## config.mk

```make
export PLATFORM = sky130hd
export DESIGN_NAME = counter_ud_ctrl
export DESIGN_NICKNAME = d
export VERILOG_FILES = /design/src/rtl/counter_ud_ctrl.sv
export SDC_FILE = /design/constraint.sdc
export NUM_CORES = 1
export LEC_CHECK = 0
export CORE_MARGIN = 2
export CORE_UTILIZATION = 41
export CTS_CLUSTER_SIZE = 28
export DETAILED_ROUTE_END_ITERATION = 8
export GPL_TIMING_DRIVEN = 1
export PLACE_DENSITY = 0.72
export SYNTH_ARGS = -nofsm -noshare
export SYNTH_HDL_FRONTEND = slang
export SYNTH_SLANG_ARGS = --single-unit
```

## constraint.sdc

```tcl
create_clock -name clk -period 1.5 [get_ports clk]
set_clock_uncertainty 0.05 [all_clocks]
set_input_delay 0.3 -clock clk [delete_from_list [all_inputs] [get_ports clk]]
set_output_delay 0.3 -clock clk [all_outputs]
set_load 0.02 [all_outputs]
```

## src/rtl/counter_ud_ctrl.sv

```systemverilog
// counter_ud_ctrl: run sequencer for the 4-bit up/down LED counter.
// It turns the start/stop buttons into run/pause/abort events. A prescaler
// paces the counter steps. The controller chooses the step direction from the
// selected mode and from the counter value it reads back. It also issues the
// one-cycle clear that starts every fresh run.
module counter_ud_ctrl #(
    parameter int WIDTH = 4,   // width of the counter value
    parameter int DIV   = 4,   // clk cycles per counter step, must be >= 2
    parameter int MAXV  = 15,  // upper limit: ping-pong reversal, sweep end
    parameter int MINV  = 0    // lower limit: ping-pong reversal
) (
    input  logic             clk,
    input  logic             reset,    // synchronous, active-high
    input  logic             start,    // level button, rising edge = start/resume
    input  logic             stop,     // level button, rising edge = pause/abort
    input  logic [1:0]       mode,     // 00 up, 01 down, 10 ping-pong, 11 sweep
    input  logic [WIDTH-1:0] count,    // registered value fed back from the counter
    output logic             UD,       // 1 = count up, 0 = count down
    output logic             cnt_en,   // one-cycle step enable
    output logic             cnt_clr,  // one-cycle synchronous clear
    output logic             busy,     // high in RUN or HOLD
    output logic             done,     // one-cycle pulse when a sweep completes
    output logic [1:0]       state     // IDLE=00 RUN=01 HOLD=10 DONE=11
);

    // Prescaler width. DIV >= 2, so at least one bit is always needed.
    localparam int PW = (DIV > 2) ? $clog2(DIV) : 1;

    localparam logic [PW-1:0]    PRESC_LAST = PW'(DIV - 1);
    localparam logic [WIDTH-1:0] LIM_MAX    = WIDTH'(MAXV);
    localparam logic [WIDTH-1:0] LIM_MIN    = WIDTH'(MINV);

    localparam logic [1:0] MODE_UP   = 2'b00;
    localparam logic [1:0] MODE_DOWN = 2'b01;
    localparam logic [1:0] MODE_PP   = 2'b10;
    localparam logic [1:0] MODE_SWP  = 2'b11;

    // The encoding is visible on the state port, so keep it fixed.
    typedef enum logic [1:0] {
        ST_IDLE = 2'b00,
        ST_RUN  = 2'b01,
        ST_HOLD = 2'b10,
        ST_DONE = 2'b11
    } state_t;

    // Registered state
    state_t          state_q,   state_d;
    logic [PW-1:0]   presc_q,   presc_d;
    logic [1:0]      mode_q,    mode_d;
    logic            ud_q,      ud_d;
    logic            cnt_en_q,  cnt_en_d;
    logic            cnt_clr_q, cnt_clr_d;
    logic            done_q,    done_d;
    logic            start_q,   start_d;
    logic            stop_q,    stop_d;

    // Decoded events and per-step decisions
    logic            start_ev;
    logic            stop_ev;
    logic            tick;
    logic            dir_n;
    logic            at_max;
    logic            at_min;
    logic            sweep_end;

    // Button edge detection. A held button yields exactly one event. When both
    // buttons rise in the same cycle, stop takes priority and start is dropped.
    always_comb begin
        start_d  = start;
        stop_d   = stop;
        stop_ev  = stop & ~stop_q;
        start_ev = start & ~start_q & ~stop_ev;
    end

    // Direction for the next step and detection of the sweep end point.
    // This uses the counter value as it stands before the step.
    always_comb begin
        at_max    = (count == LIM_MAX);
        at_min    = (count == LIM_MIN);
        tick      = (presc_q == PRESC_LAST);
        sweep_end = (mode_q == MODE_SWP) && at_max;
        dir_n     = ud_q;
        case (mode_q)
            MODE_UP:   dir_n = 1'b1;
            MODE_DOWN: dir_n = 1'b0;
            MODE_PP: begin
                if (at_max && ud_q) begin
                    dir_n = 1'b0;
                end else if (at_min && !ud_q) begin
                    dir_n = 1'b1;
                end else begin
                    dir_n = ud_q;
                end
            end
            default:   dir_n = 1'b1;  // a sweep always counts up
        endcase
    end

    // Next-state logic and the registered output pulses.
    always_comb begin
        state_d   = state_q;
        presc_d   = presc_q;
        mode_d    = mode_q;
        ud_d      = ud_q;
        cnt_en_d  = 1'b0;
        cnt_clr_d = 1'b0;
        done_d    = 1'b0;

        case (state_q)
            ST_IDLE: begin
                if (start_ev) begin
                    // A fresh run latches the mode and clears the counter.
                    // It also restarts the prescaler from zero.
                    state_d   = ST_RUN;
                    mode_d    = mode;
                    cnt_clr_d = 1'b1;
                    presc_d   = '0;
                    ud_d      = (mode != MODE_DOWN);
                end
            end

            ST_RUN: begin
                if (stop_ev) begin
                    // A pause freezes the prescaler where it is, so a resume
                    // keeps the step rhythm.
                    state_d = ST_HOLD;
                end else if (tick) begin
                    presc_d = '0;
                    if (sweep_end) begin
                        state_d = ST_DONE;
                        done_d  = 1'b1;
                    end else begin
                        ud_d     = dir_n;
                        cnt_en_d = 1'b1;
                    end
                end else begin
                    presc_d = presc_q + PW'(1);
                end
            end

            ST_HOLD: begin
                if (stop_ev) begin
                    state_d = ST_IDLE;
                end else if (start_ev) begin
                    state_d = ST_RUN;
                end
            end

            ST_DONE: begin
                state_d = ST_IDLE;
            end

            default: begin
                state_d = ST_IDLE;
            end
        endcase
    end

    // State register. Reset does not raise cnt_clr; only a start does.
    always_ff @(posedge clk) begin
        if (reset) begin
            state_q   <= ST_IDLE;
            presc_q   <= '0;
            mode_q    <= MODE_UP;
            ud_q      <= 1'b1;
            cnt_en_q  <= 1'b0;
            cnt_clr_q <= 1'b0;
            done_q    <= 1'b0;
            start_q   <= 1'b0;
            stop_q    <= 1'b0;
        end else begin
            state_q   <= state_d;
            presc_q   <= presc_d;
            mode_q    <= mode_d;
            ud_q      <= ud_d;
            cnt_en_q  <= cnt_en_d;
            cnt_clr_q <= cnt_clr_d;
            done_q    <= done_d;
            start_q   <= start_d;
            stop_q    <= stop_d;
        end
    end

    // Output mapping
    always_comb begin
        UD      = ud_q;
        cnt_en  = cnt_en_q;
        cnt_clr = cnt_clr_q;
        done    = done_q;
        state   = state_q;
        busy    = (state_q == ST_RUN) || (state_q == ST_HOLD);
    end

endmodule

```

Word-level counts from Yosys, hierarchy flattened
Cells that the tools add are included.
{"block": "totals", "reg_bits": 12, "latchBits": 0, "ram_bits": 0, "rom_bits": 0, "output_inout_bits": 7, "wordCells": 70, "memories": 0}
{"block": "op_classes", "addsub": 1, "multipliers": 0, "div_mod_pow": 0, "order_cmp": 0, "n_eq_ne": 16, "n_shift": 0, "mux": 21, "bitwise_logic": 9, "n_reduce_logical": 14}
{"operator": "two-way mux 2 bit", "n": 8}
{"operator": "== test 2 bit (second input constant)", "n": 5}
{"operator": "two-way mux 1 bit", "n": 9}
{"operator": "inequality test 2 bit (second input constant)", "n": 4}
{"operator": "case mux 2 bit (4 select lines)", "n": 1}
{"operator": "inequality test 3 bit (second input constant)", "n": 2}
{"operator": "NOT 1 bit", "n": 6}
{"operator": "AND reduction 6 bit", "n": 1}
{"operator": "== test 2 x 1 -> 1 bit (second input constant)", "n": 2}
{"operator": "== test 4 bit (second input constant)", "n": 1}
{"operator": "logical NOT 4 bit", "n": 1}
{"operator": "inequality test 4 bit (second input constant)", "n": 1}
{"operator": "case mux 1 bit (2 select lines)", "n": 2}
{"operator": "case mux 2 bit (2 select lines)", "n": 1}
{"operator": "AND reduction 2 bit", "n": 2}
{"operator": "OR reduction 4 bit", "n": 1}
{"operator": "bitwise AND 1 bit", "n": 3}
{"operator": "logical AND 1 bit", "n": 3}
{"operator": "AND reduction 3 bit", "n": 1}
{"operator": "adder 2 x 1 -> 2 bit (second input constant)", "n": 1}
{"operator": "logical NOT 2 bit", "n": 1}
{"operator": "inequality test 2 x 1 -> 1 bit (second input constant)", "n": 1}
{"operator": "nonzero test 2 bit", "n": 1}
{"operator": "OR reduction 2 bit", "n": 1}
{"operator": "2 further kinds", "n": 2}

Depth between registers and ports, before layout
Gate-level depths: netlist of the first run.
{"block": "logic_depth", "depth_word": 9, "mapped_depth": 6}

Worst setup path after synthesis of the first run
Ideal clock, no wire load.
{"block": "synth_path", "path_kind": "reg2reg", "from": "reg state_q[0], in the netlist state[0]", "to": "reg ud_q, in the netlist UD", "setup_time_ns": 0.121, "arrival_time_ns": 1.582, "slack_ns": -0.254, "path_stages_with_launch": 7, "cell_sequence": "dfxtp_1 > inv_1 > ha_1 > nor2b_1 > a2111oi_1 > nor3_2 > mux2i_1"}
{"block": "synth_via", "elab_chain_len": 3}
{"element": "start: declaration", "line_no": "47", "text": "state_t state_q, state_d;"}
{"element": "start signal: assignment", "line_no": "172", "text": "state_q <= state_d;"}
{"element": "== test 2 x 1 -> 1 bit / logical NOT 2 bit (equally long branches)", "line_no": "109", "text": "case (state_q)"}
{"element": "inequality test 4 bit (no line) (tied with other cells)"}
{"element": "AND reduction 6 bit (no line)"}
{"element": "end signal: assignment", "line_no": "175", "text": "ud_q <= ud_d;"}
{"element": "end: declaration", "line_no": "50", "text": "logic ud_q, ud_d;"}
Parallel ways exist; a longest one is shown, timed or not.
A chain may end at the register's enable or synchronous reset.

Worst setup path in the final report of the first run
{"block": "layout_path", "from": "reg mode_q[0]", "to": "reg state_q[0], in the netlist state[0]"}
{"block": "layout_via", "elab_chain_len": 4}
{"element": "start: declaration", "line_no": "49", "text": "logic [1:0] mode_q, mode_d;"}
{"element": "start signal: assignment", "line_no": "174", "text": "mode_q <= mode_d;"}
{"element": "== test 2 bit", "line_no": "81", "text": "sweep_end = (mode_q == MODE_SWP) && at_max;"}
{"element": "logical AND 1 bit", "line_no": "81"}
{"element": "inequality test 3 bit (no line)"}
{"element": "AND reduction 2 bit (no line)"}
Every way passes these cells.

==> results of run 1 <==
==> state kept, by name, summed over array words and instances (netlist names) <==
register,count
UD,1
mode_q,2
start_q,1
cnt_en,1
done,1
stop_q,1
presc_q,2
cnt_clr,1
state,2
==> cell usage in the layout, fill, tap and decap left out, types with 2 or more instances in the layout <==
cell	Yosys	final
a21oi_1	5	3
a21oi_2	0	2
a31oi_1	2	2
buf_4	1	13
buf_6	0	2
clkbuf_4	0	3
clkdlybuf4s50_1	0	4
dfxtp_1	12	7
dfxtp_2	0	4
dlygate4sd2_1	0	9
ha_1	5	2
ha_2	0	2
inv_1	6	4
inv_2	1	3
mux2i_1	3	3
nand2_1	4	4
nor2_1	9	9
nor2b_1	5	4
o21ai_0	3	3
or4_4	0	2
==> kinds of logic after synthesis <==
| kind of cell | share of synthesized area, % |
|---|---|
| AOI/OAI and AO/OA | 15.2 |
| adders and majority gates | 9.75 |
| muxes | 4.68 |
| and+or+nand+nor | 27.7 |
| DFF | 37.4 |
| buffers and inverters | 5.26 |
==> layer usage <==
layer  wire [um]  track usage (%)  vias to the layer above
met2         839             27.9                       18
met4          25             8.48                        0
li1            -                -                      337
met5           0                0                        -
met3          84             5.42                        4
met1         726             21.4                      330
==> cells in the mapped netlist (all sizes together) <==
master,n
a31oi,2
and2b,1
nand2,4
nor3,1
nand3b,1
o22ai,2
or4,3
nor2,10
nand4,2
or2,1
nor4,1
a32oi,1
dfxtp,12
o21ai,4
nand2b,2
nor2b,5
a21oi,5
o311ai,1
a2111oi,1
buf,1
ha,5
inv,7
mux2i,3
==> power by group through the flow <==
| stage | combinational [W] | sequential [W] | clock [W] |
|---|---|---|---|
| after global placement | 0.000211 | 0.000348 | 0 |
| after CTS | 0.000215 | 0.000341 | 0.000262 |
| after global routing | 0.000270 | 0.000345 | 0.000276 |
| final | 0.000252 | 0.000343 | 0.000254 |
| after detailed placement | 0.000214 | 0.000349 | 0 |
| after floorplan | 0.000106 | 0.000357 | 0 |
==> repair_timing <==
item / 4_1_cts / 5_1_grt
buffers inserted: 1 / 0
setup endpoints to repair: 13 / 7
pin swaps: 9 / 11
gates resized for setup: 18 / 20
==> cell type report <==
cell class                      count  area share [%]
Clock buffer                        4            3.42
Inverter                            7            2.47
Multi-Input combinational cell     55            43.7
Sequential cell                    12            23.4
Tap cell                           16            1.88
Timing Repair Buffer               31            25.1
==> worst max path at each step <==
stage | startpoint | endpoint | slack, ps
after floorplan | state[1] | UD | -6
after global placement | count[1] | UD | -400
after detailed placement | count[1] | UD | -450
after CTS | UD | UD | -50
after global routing | mode_q[0] | state[1] | -90
final | mode_q[0] | state[0] | 3
==> worst register-to-register path: stages, from the launching register on <==
cell      delay [ps]
dfxtp_1          450
nand2_1          120
o311ai_2         290
buf_4            190
a21oi_2           50
a31oi_1          170
nor2_1            70
==> metrics by stage <==
step	instance area (um^2)	std cells	setup WS, ps
global placement	940	120	-398
floorplan	662	75	-6.15
finish	1060	125	2.53
global route	1060	125	-85.4
detailed placement	940	120	-452
CTS	987	125	-50.5
==> run_results.csv, run 1 <==
group,metric,value,unit
power,p_int,0.000605,W
global_routing,grt_pass1_vias,586,
layout,register_area,249,um^2
die,die_y,43.6,um
synthesis,netlist_top_cells_area,"dfxtp_1 (37%), ha_1 (9.7%), nor2_1 (5.3%), nor2b_1 (4.9%), mux2i_1 (4.7%)",
die,core,0.00149,mm^2
setup_path,cp_num_cells,6,
sta,hold_ws,305,ps
route,drt-pass1-iter-count,4,
route,final_antenna_net_count,0,
layout,final_layout_size_suffix_gt1_share,41.3,%
clock_network,cts_tree,"yes",
setup_path,r2r_slack,3,ps
sta,fmax,0.668,GHz
synthesis,syn_avg_cell_area,8.56,um^2
route,remaining_drc_errors,0,
route,wl_per_cell,13.4,um
layout,syn_to_final_growth,65.5,%
power,clock_power_share,29.9,%
die,die_x,43.6,um
setup_path,crit_required,1610,ps
power,seq_power_share,40.4,%
sta,period_share,99.8,%
hold_path,min_path_cells,2,
global_routing,grt.total_usage,17.6,%
layout,final_util,71.3,%
sta,finalSetupViolations,0,
hold_path,hold_end,"start_q",
setup_path,crit_path_max_fanout,5,
global_routing,grt_pass1_wl,2480,um
die,pin_count,17,
setup_path,cp_num_buf_inv,1,
clock_network,ctsHtreeMaxLevel,1,
sta,rsz0062_at_grt,"true",
placement,io_buffers,16,
setup_path,cp-end-kind,"flop",
hold_path,hold_start,"start",
clock_network,cts.clk_slew.worst_paths,70,ps
die,initial_core_util,43.1,%
layout,n_fill_cell,113,
synthesis,syn_area,642,um^2
clock_network,ctsLongestPathBuffers,2,
setup_path,ff2ff_path_depth,6,
setup_path,crit_path_max_incr_delay,450,ps
layout,multiInputGateArea,464,um^2
setup_path,worst_setup_path_start_kind,"flop",
job,drv_cap,0,
outcome,status,"finished, final reports clean",
power,power_switching,0.000245,W
synthesis,synth_warnings,0,
setup_path,crit_family,"compound AO/OA/AOI/OAI gates",
global_routing,antenna_found_initial,0,
power,ir_worst_vdd,0.579,mV
placement,dp_hpwl,1120,um
route,via_per_inst,5.51,
sta,maxSlewHeadroom,83.2,%
global_routing,grt_max_degree,12,
synthesis,synth_top_cell_by_area,"dfxtp_1",
clock_network,hold_buffers,0,
synthesis,synth.distinct_cells,27,
clock_network,clock_latency,270,ps
setup_path,slowest_stage,"dfxtp_1",
layout,antenna_cells,0,
route,vias,689,
setup_path,timing.rr.start,"mode_q[0]",
power,power,0.000850,W
sta,period_needed,1500,ps
setup_path,r2r_end,"state[0]",
hold_path,worstHoldPathType,"input pin to flop",
route,drt-initial-drc-count,10,
setup_path,path_class,"flop to flop",
sta,hold_viol,0,
layout,final_nets,125,
sta,worst_pin_slew,251,ps
clock_network,clock_sink_count,12,
sta,maxSlewViolCount,0,
clock_network,cts_root_buf,"clkbuf_4",
synthesis,synth-seq-area-share,37.4,%
synthesis,synth_seq_cells,12,
global_routing,grt.overflow.total,0,
die,rows,14,
clock_network,cts_buffers,3,
power,p_leak,0.472,nW
sta,tns,0,ps
synthesis,synth_fp_nets,90,
route,wirelength,1680,um
setup_path,crit_chain,"nand2_1 -> o311ai_2 -> buf_4 -> a21oi_2 -> a31oi_1 -> nor2_1",
setup_path,worst-endpoint-arrival,1610,ps
power,power_density,800,mW/mm^2
synthesis,yosysTopAreaCellShare,37.4,%
placement,place.gp.congestion,0.779,
power,swShare,28.8,%
synthesis,netlist_instances,75,
power,comb_power_share,29.7,%
die,die_area,0.00190,mm^2
Note: power is estimated with default switching activity, not from simulation.
==> inputs of run 2 (changes only) <==
- GPL_TIMING_DRIVEN: 1 -> 0
- PLACE_DENSITY: 0.72 -> 0.8
==> run_results.csv, run 2 (synthesized netlist as in run 1, its figures left out) <==
group,metric,value,unit
layout,antenna_cells,0,
setup_path,worst_setup_path_start_kind,"flop",
global_routing,grt.total_usage,18.8,%
clock_network,clock_latency,290,ps
setup_path,cp-end-kind,"flop",
sta,period_share,101,%
global_routing,antenna_found_initial,0,
setup_path,slowest_stage,"dfxtp_2",
route,wl_per_cell,16.1,um
sta,fin_ws,-12.9,ps
setup_path,crit_path_max_incr_delay,390,ps
route,vias,684,
global_routing,grt_pass1_vias,627,
hold_path,hold_start,"stop",
die,pin_count,17,
clock_network,cts_root_buf,"clkbuf_4",
route,via_per_inst,5.95,
clock_network,cts.clk_slew.worst_paths,80,ps
die,core,0.00149,mm^2
route,drt-initial-drc-count,19,
outcome,status,"finished with violations",
layout,final_layout_size_suffix_gt1_share,37.4,%
sta,maxSlewViolCount,0,
sta,finalSetupViolations,1,
die,rows,14,
layout,final_nets,115,
layout,n_fill_cell,108,
route,remaining_drc_errors,0,
clock_network,hold_buffers,0,
die,die_area,0.00190,mm^2
layout,multiInputGateArea,495,um^2
placement,dp_hpwl,1050,um
clock_network,ctsLongestPathBuffers,2,
global_routing,grt_max_degree,11,
layout,syn_to_final_growth,58.7,%
layout,finalNonFillerCells,115,
placement,post-place-cells,107,
die,die_y,43.6,um
outcome,violations,"negative setup slack",
sta,fmax,0.661,GHz
clock_network,ctsHtreeMaxLevel,1,
placement,place.gp.congestion,0.802,
sta,hold_viol,0,
clock_network,clock_sink_count,12,
route,final_antenna_net_count,0,
route,drt-pass1-iter-count,4,
sta,worst_pin_slew,331,ps
power,power_density,846,mW/mm^2
layout,finalInstanceArea,0.00102,mm^2
setup_path,path_class,"flop to flop",
setup_path,crit_required,1630,ps
layout,most-common-layout-cells,"nor2_1 (9), dlygate4sd2_1 (7), buf_4 (6), dfxtp_1 (6)",
global_routing,grt.overflow.total,0,
hold_path,worstHoldPathType,"input pin to flop",
placement,placed_area,842,um^2
layout,final_common_cell,"nor2_1",
power,ir_worst_vdd,0.584,mV
setup_path,crit_path_max_fanout,5,
layout,final_util,68.4,%
sta,rsz0062_at_grt,"true",
die,die_x,43.6,um
clock_network,cts_buffers,3,
placement,io_buffers,16,
sta,maxSlewHeadroom,77.9,%
setup_path,crit_chain,"nand2_1 -> o311ai_4 -> o21ai_1 -> a32oi_1 -> nor2_1",
setup_path,startpoint,"mode_q[0]",
route,wirelength,1850,um
layout,register_area,250,um^2
global_routing,grt_pass1_wl,2690,um
job,drv_cap,0,
die,initial_core_util,43.1,%
power,p_leak,0.426,nW
setup_path,timing.rr.start,"mode_q[0]",
placement,dpl_worst_slack,-514,ps
sta,period_needed,1510,ps
clock_network,cts_tree,"yes",
setup_path,worst-endpoint-arrival,1640,ps
[run 2: cell types whose count changed in the layout (fill, tap and decap cells not counted), moves of 2 or more]
cell and change:
buf_4 -7, nand2_1 -2, buf_6 -2, a21oi_1 +2, ha_2 -2, inv_4 +2
nand2_2 +2, ha_4 +2, inv_2 -2, dlygate4sd2_1 -2, a21oi_2 -2
[run 2: final cells by class]
class	count	share of cell area (%)
Inverter	7	3.07
Tap cell	16	1.97
Timing Repair Buffer	20	17.4
Clock buffer	4	3.56
Buffer	1	0.737
Multi-Input combinational cell	55	48.6
Sequential cell	12	24.6
[run 2: per-stage QoR]
step / TNS, ps / total power (W) / hold slack [ps]
2_1_floorplan: -6.15 / 0.000463 / 322
3_3_place_gp: -2140 / 0.000525 / 417
3_5_place_dp: -2360 / 0.000530 / 428
4_1_cts: -8.84 / 0.000832 / 442
5_1_grt: -202 / 0.000897 / 305
6_report: -12.9 / 0.000861 / 275
[run 2: worst max-delay path: cells and delay by family, from the launching register on]
| kind | cells | cell delay (ps) |
|---|---|---|
| flip-flops | 1 | 390 |
| AND/OR/NAND/NOR | 2 | 180 |
| AO/OA/AOI/OAI | 3 | 770 |
[run 2: final timing paths]
check | end | slack [ps] | cells past startpoint
worst max register to register | state[1] | -10 | 5
worst max-delay path | state[1] | -10 | 5
worst min register to register | presc_q[1] | 460 | 2
worst min-delay path | stop_q | 280 | 2
[run 2: timing repair]
item | in CTS | in global routing
hold endpoints to repair | 0 | 0
pin swaps | 5 | 6
endpoints found under the setup margin | 13 | 7
resized for setup | 33 | 15
buffers inserted | 4 | 0
[run 2: layer usage]
metal	vias up	GRT usage [%]	wire length [um]
met1	321	21.9	736
met3	7	2.50	143
met4	0	9.09	51
li1	317	-	-
met5	-	0	0
met2	39	33.2	919
[run 2: power by group]
part,total (W),internal [W],switching [W],leakage (nW)
registers,0.000349,0.000334,0.0000150,0.100
clock network,0.000271,0.000148,0.000123,0.0210
logic,0.000242,0.000112,0.000130,0.305
total,0.000861,0.000594,0.000267,0.426
==> inputs of run 3 (changes only) <==
- CORE_UTILIZATION: 41 -> 40
- PLACE_DENSITY: 0.8 -> 0.79
==> run_results.csv, run 3 (synthesized netlist as in run 1, its figures left out) <==
group,metric,value,unit
die,initial_core_util,42.6,%
power,power_density,786,mW/mm^2
power,clock_power_share,25.6,%
job,drv_cap,0,
power,power_switching,0.000242,W
placement,post-place-cells,107,
die,die_y,44.1,um
die,die_x,44.1,um
power,comb_power_share,30.4,%
global_routing,grt.overflow.total,0,
route,drt-initial-drc-count,26,
layout,antenna_cells,0,
route,wirelength,1770,um
layout,final_layout_size_suffix_gt1_share,37.4,%
die,core,0.00151,mm^2
route,remaining_drc_errors,0,
clock_network,cts.clk_slew.worst_paths,70,ps
die,rows,14,
placement,dp_hpwl,1200,um
power,ir_worst_vdd,0.740,mV
sta,fmax,0.673,GHz
layout,most-common-layout-cells,"nor2_1 (9), dfxtp_1 (7), dlygate4sd2_1 (7)",
setup_path,path_class,"flop to flop",
layout,final_nets,115,
placement,place.gp.congestion,0.713,
clock_network,ctsHtreeMaxLevel,1,
setup_path,crit_path_max_fanout,4,
die,die_area,0.00194,mm^2
power,power,0.000789,W
route,wl_per_cell,15.4,um
clock_network,clock_latency,270,ps
sta,hold_viol,0,
layout,final_common_cell,"nor2_1",
hold_path,worstHoldPathType,"input pin to flop",
route,via_per_inst,5.81,
sta,maxSlewViolCount,0,
setup_path,cp-end-kind,"flop",
layout,finalNonFillerCells,115,
clock_network,cts_buffers,3,
power,p_leak,0.420,nW
clock_network,cts_root_buf,"clkbuf_4",
global_routing,grt_pass1_wl,2760,um
power,seq_power_share,44.0,%
setup_path,crit_required,1650,ps
sta,period_needed,1490,ps
sta,finalSetupViolations,0,
global_routing,grt_pass1_vias,634,
clock_network,clock_sink_count,12,
clock_network,ctsLongestPathBuffers,2,
sta,rsz0062_at_grt,"true",
power,p_int,0.000547,W
route,drt-pass1-iter-count,5,
layout,syn_to_final_growth,56.5,%
power,swShare,30.7,%
setup_path,worst_setup_path_start_kind,"flop",
outcome,status,"finished, final reports clean",
clock_network,cts_tree,"yes",
route,final_antenna_net_count,0,
clock_network,hold_buffers,0,
placement,io_buffers,16,
sta,period_share,99.0,%
die,pin_count,17,
global_routing,antenna_found_initial,0,
route,vias,668,
global_routing,grt_max_degree,11,
global_routing,grt.total_usage,20.0,%
sta,worst_pin_slew,300,ps
sta,maxSlewHeadroom,79.9,%
setup_path,worst-endpoint-arrival,1630,ps
run 3: cell counts in the layout (fill, tap and decap cells not counted):
Identical to the previous run, type by type.
run 3: critical path: stages, from the launching register on:
cell	delay [ps]
dfxtp_4	360
inv_4	80
ha_4	180
inv_2	70
or4_1	530
a21oi_2	130
run 3: what timing repair did:
item,in CTS,in global routing
endpoints found under the hold margin,0,0
resized for setup,34,14
buffers inserted,2,2
setup endpoints to repair,13,8
pin swaps,7,5
run 3: cell type report:
cell class | count | area (um^2)
multi-input cells | 55 | 493
clock buffers | 4 | 26.3
flip-flops and latches | 12 | 251
well taps | 16 | 20.0
fillers | 124 | 502
plain buffers | 1 | 7.51
repair buffers | 20 | 175
inverters | 7 | 31.3
run 3: layer usage:
layer  share of wire (%)  vias to the layer above  track usage, %  wire (um)
met2                  49                       40            31.5        861
met5                   0                        -               0          0
met3                 6.8                       18            6.53        121
li1                    -                      313               -          -
met1                  36                      297            21.1        640
met4                 8.1                        0            18.2        144
run 3: power by group through the flow:
stage                     Sequential [W]  Combinational [W]  Clock [W]
after floorplan                 0.000357           0.000106          0
after global placement          0.000350           0.000175          0
after detailed placement        0.000351           0.000182          0
after CTS                       0.000347           0.000211   0.000207
after global routing            0.000350           0.000258   0.000223
final                           0.000347           0.000240   0.000202
run 3: worst paths after layout:
path | start | cells past startpoint | endpoint | slack (ps)
worst max register to register | state[1] | 5 | presc_q[0] | 10
worst min register to register | presc_q[1] | 2 | presc_q[1] | 440
worst max-delay path | state[1] | 5 | presc_q[0] | 10
worst min-delay path | start | 2 | start_q | 300
run 3: per-stage QoR:
stage	worst slack [ps]	setup TNS, ps	util (%)	hold WS [ps]	cell area [um^2]
detailed placement	-549	-2330	55.9	429	842
finish	14.8	0	66.7	298	1000
global placement	-460	-2060	55.9	417	842
CTS	-32.5	-32.5	63.0	439	948
global route	-41.3	-85.5	66.7	319	1000
floorplan	-6.15	-6.15	-	322	662
==> RTL edit (flow settings as in run 3) <==
Change the parameter `DIV` from 4 to 2.
--- a/src/rtl/counter_ud_ctrl.sv
+++ b/src/rtl/counter_ud_ctrl.sv
@@ -5,7 +5,7 @@
 // one-cycle clear that starts every fresh run.
 module counter_ud_ctrl #(
     parameter int WIDTH = 4,   // width of the counter value
-    parameter int DIV   = 4,   // clk cycles per counter step, must be >= 2
+    parameter int DIV   = 2,   // clk cycles per counter step, must be >= 2
     parameter int MAXV  = 15,  // upper limit: ping-pong reversal, sweep end
     parameter int MINV  = 0    // lower limit: ping-pong reversal
 ) (
Check against the original RTL: not equivalent (Yosys sat finds a counterexample within 4 cycles, from zero or initial values and one cycle with reset high).
==> RTL edit against run 3 <==
- wire length is 16% lower
- core utilization is 4.1 points lower
- largest cell class unchanged
- first-iteration DRC count is 50% lower
- critical path type is now register to output pin
- critical path depth is 2 lower
- sequential cell count is 1 lower
- synthesized area is 1.9% higher
- cell area is 5.0% lower
- final cell count is 4.3% lower
- fmax is 2.9% higher
- setup slack better by 0.041 ns
- count of clock-buffer cells in the layout stayed put
- power is 6.6% lower
==> RTL edit: results (changes against run 3) <==
The number of fill cells in the layout is 136 (+9.7%). The clock transition at the register clock pins on the worst setup and hold paths after CTS is 0.06 ns. The count of TritonRoute iterations in the first routing pass was 3 (-2).

The global-route usage over all layers is 0.167 (-0.0335). The antenna cell count came out at 0 (unchanged). The minimum setup slack among reg-to-reg paths came out at 0.07 ns (+0.06 ns). The flow ran to the end, and the final reports show no timing, DRC or antenna violations. The clock root buffer master is clkbuf_4. The post-synthesis sequential area ratio is 0.337 (-0.0377). The total clock buffers created by CTS came to 3 (unchanged). The number of antenna violations at the first check in global routing was 0 (unchanged). The number of buffers on the longest clock path is 2 (unchanged).

The worst-case headroom to the max-slew limit came out at 0.816 (+0.0161). The total nets after synthesis came out at 84 (-6.7%). The instance count after placement with tap cells included is 102 (-4.7%). The via count of the first global-routing pass is 561 (-12%). By area the synthesized netlist is led by dfxtp_1 34%, ha_1 7.6%, nand2b_1 4.8%.

The number of unique standard cell types used by synthesis came out at 33 (+22%). The data arrival time of the worst path came out at 1.09 ns (-0.54 ns). The number of design-rule violations left by the first detailed-router iteration is 13 (-50%). The routability-driven placement congestion ratio came out at 0.750 (+5.2%).

The share of post-route cells with drive strength above 1 was 0.309 (-0.0652). The critical path ends at busy. The insertion delay to the later sink of the worst-skew pair was 0.27 ns (about the same). The Yosys warning count is 0 (unchanged).

The number of standard cells in the layout, taps in and fillers out was 110 (-4.3%). The detailed-placement wirelength estimate came out at 1030 µm (-14%). The reported leakage power is 0.421 nW (+0.19%). The synthesized area divided by synthesized cell count came out at 9.35 µm² (+9.2%). The worst IR drop on VDD was 0.756 mV (+2.1%). The worst reg-to-reg path cell count came out at 6 (+1). The number of buffer cells added on primary ports is 16 (unchanged). The final wirelength was 1490 µm (-16%). The count of H-tree levels built during CTS is 1 (unchanged). The startpoint identified for the worst register-to-register timing path is state[1]. In this run the worst setup path begins at state[0].

The commonest cells after synthesis are 11 x dfxtp_1, 8 x nor2_1, 5 x inv_1, 5 x nand2b_1. The maximum fanout encountered on the critical timing path is 4 (unchanged). The wire length of the first global-routing pass came to 2440 µm (-12%). The category of the worst setup path launch point is a register. The largest net degree at the start of global routing is 11 (unchanged). The capturing point of the worst reg2reg path is UD.

The fraction of registers with async set/reset came out at 0 (unchanged). In this run the worst hold path is classified as primary input to register. The via density per instance came to 5.47 (-5.8%).
## RTL edit: changes by cell type after synthesis, moves of 2 or more
cell | run 3 | this run
a31oi_1 | 2 | 0
a21o_1 | 0 | 2
nand2_1 | 4 | 2
nand3_1 | 0 | 2
nand2b_1 | 2 | 5
buf_6 | 0 | 2
o21ai_0 | 3 | 1
a21oi_1 | 5 | 1
o22ai_1 | 2 | 0
or4_1 | 3 | 0
## RTL edit: where the power goes
part	leakage, nW	switching (mW)	internal (mW)
clock	0.0150	0.0957	0.103
sequential	0.0913	0.0166	0.305
combinational	0.315	0.106	0.110
## RTL edit: worst max-delay path: stages, from the launching register on
cell and delay (ns):
dfxtp_4 0.36, inv_4 0.10, ha_4 0.21, buf_4 0.15
## RTL edit: cell type report
class / count / area, µm² / share of cell area
plain buffers: 1 / 11.3 / 0.0118
clock buffers: 4 / 26.3 / 0.0275
inverters: 5 / 26.3 / 0.0275
multi-input cells: 51 / 450 / 0.472
flip-flops and latches: 11 / 228 / 0.239
well taps: 16 / 20.0 / 0.0210
repair buffers: 22 / 193 / 0.202
## RTL edit: how the worst min path moves through the flow
stage,startpoint,end,slack (ns),cells past startpoint
after floorplan,start,start_q,0.38,1
after global placement,state[1],state[1],0.46,2
after detailed placement,state[1],state[1],0.48,2
after CTS,state[0],state[0],0.49,2
after global routing,stop,stop_q,0.33,2
final,stop,stop_q,0.32,2
## RTL edit: cells by family after synthesis
group                      share of synthesized area
DFF                                            0.337
adders and majority gates                     0.0765
and+or+nand+nor                                0.275
AOI/OAI and AO/OA                              0.195
buffers and inverters                         0.0707
muxes                                         0.0459
## RTL edit: through the flow
stage | area [µm²] | setup slack [ns] | util | setup TNS (ns)
after floorplan | 664 | 0.00295 | - | 0
after detailed placement | 845 | -0.463 | 0.554 | -1.69
final | 955 | 0.0560 | 0.626 | 0
after global placement | 845 | -0.436 | 0.554 | -1.52
after CTS | 886 | -0.0254 | 0.581 | -0.0254
after global routing | 955 | -0.00947 | 0.626 | -0.00947
## RTL edit: timing repair
action                                  4_1_cts  5_1_grt
resized for setup                            18       16
endpoints found under the hold margin         0        0
pin swaps                                     2        4
setup buffers                                 4        2
endpoints found under the setup margin       10        4
gates cloned                                  0        0
## RTL edit: metal layers
layer,vias up,track usage,wire length [µm]
met1,283,0.203,668
met2,13,0.271,741
met4,0,0.0545,9
met3,2,0.0612,71
li1,304,-,-
met5,-,0,0
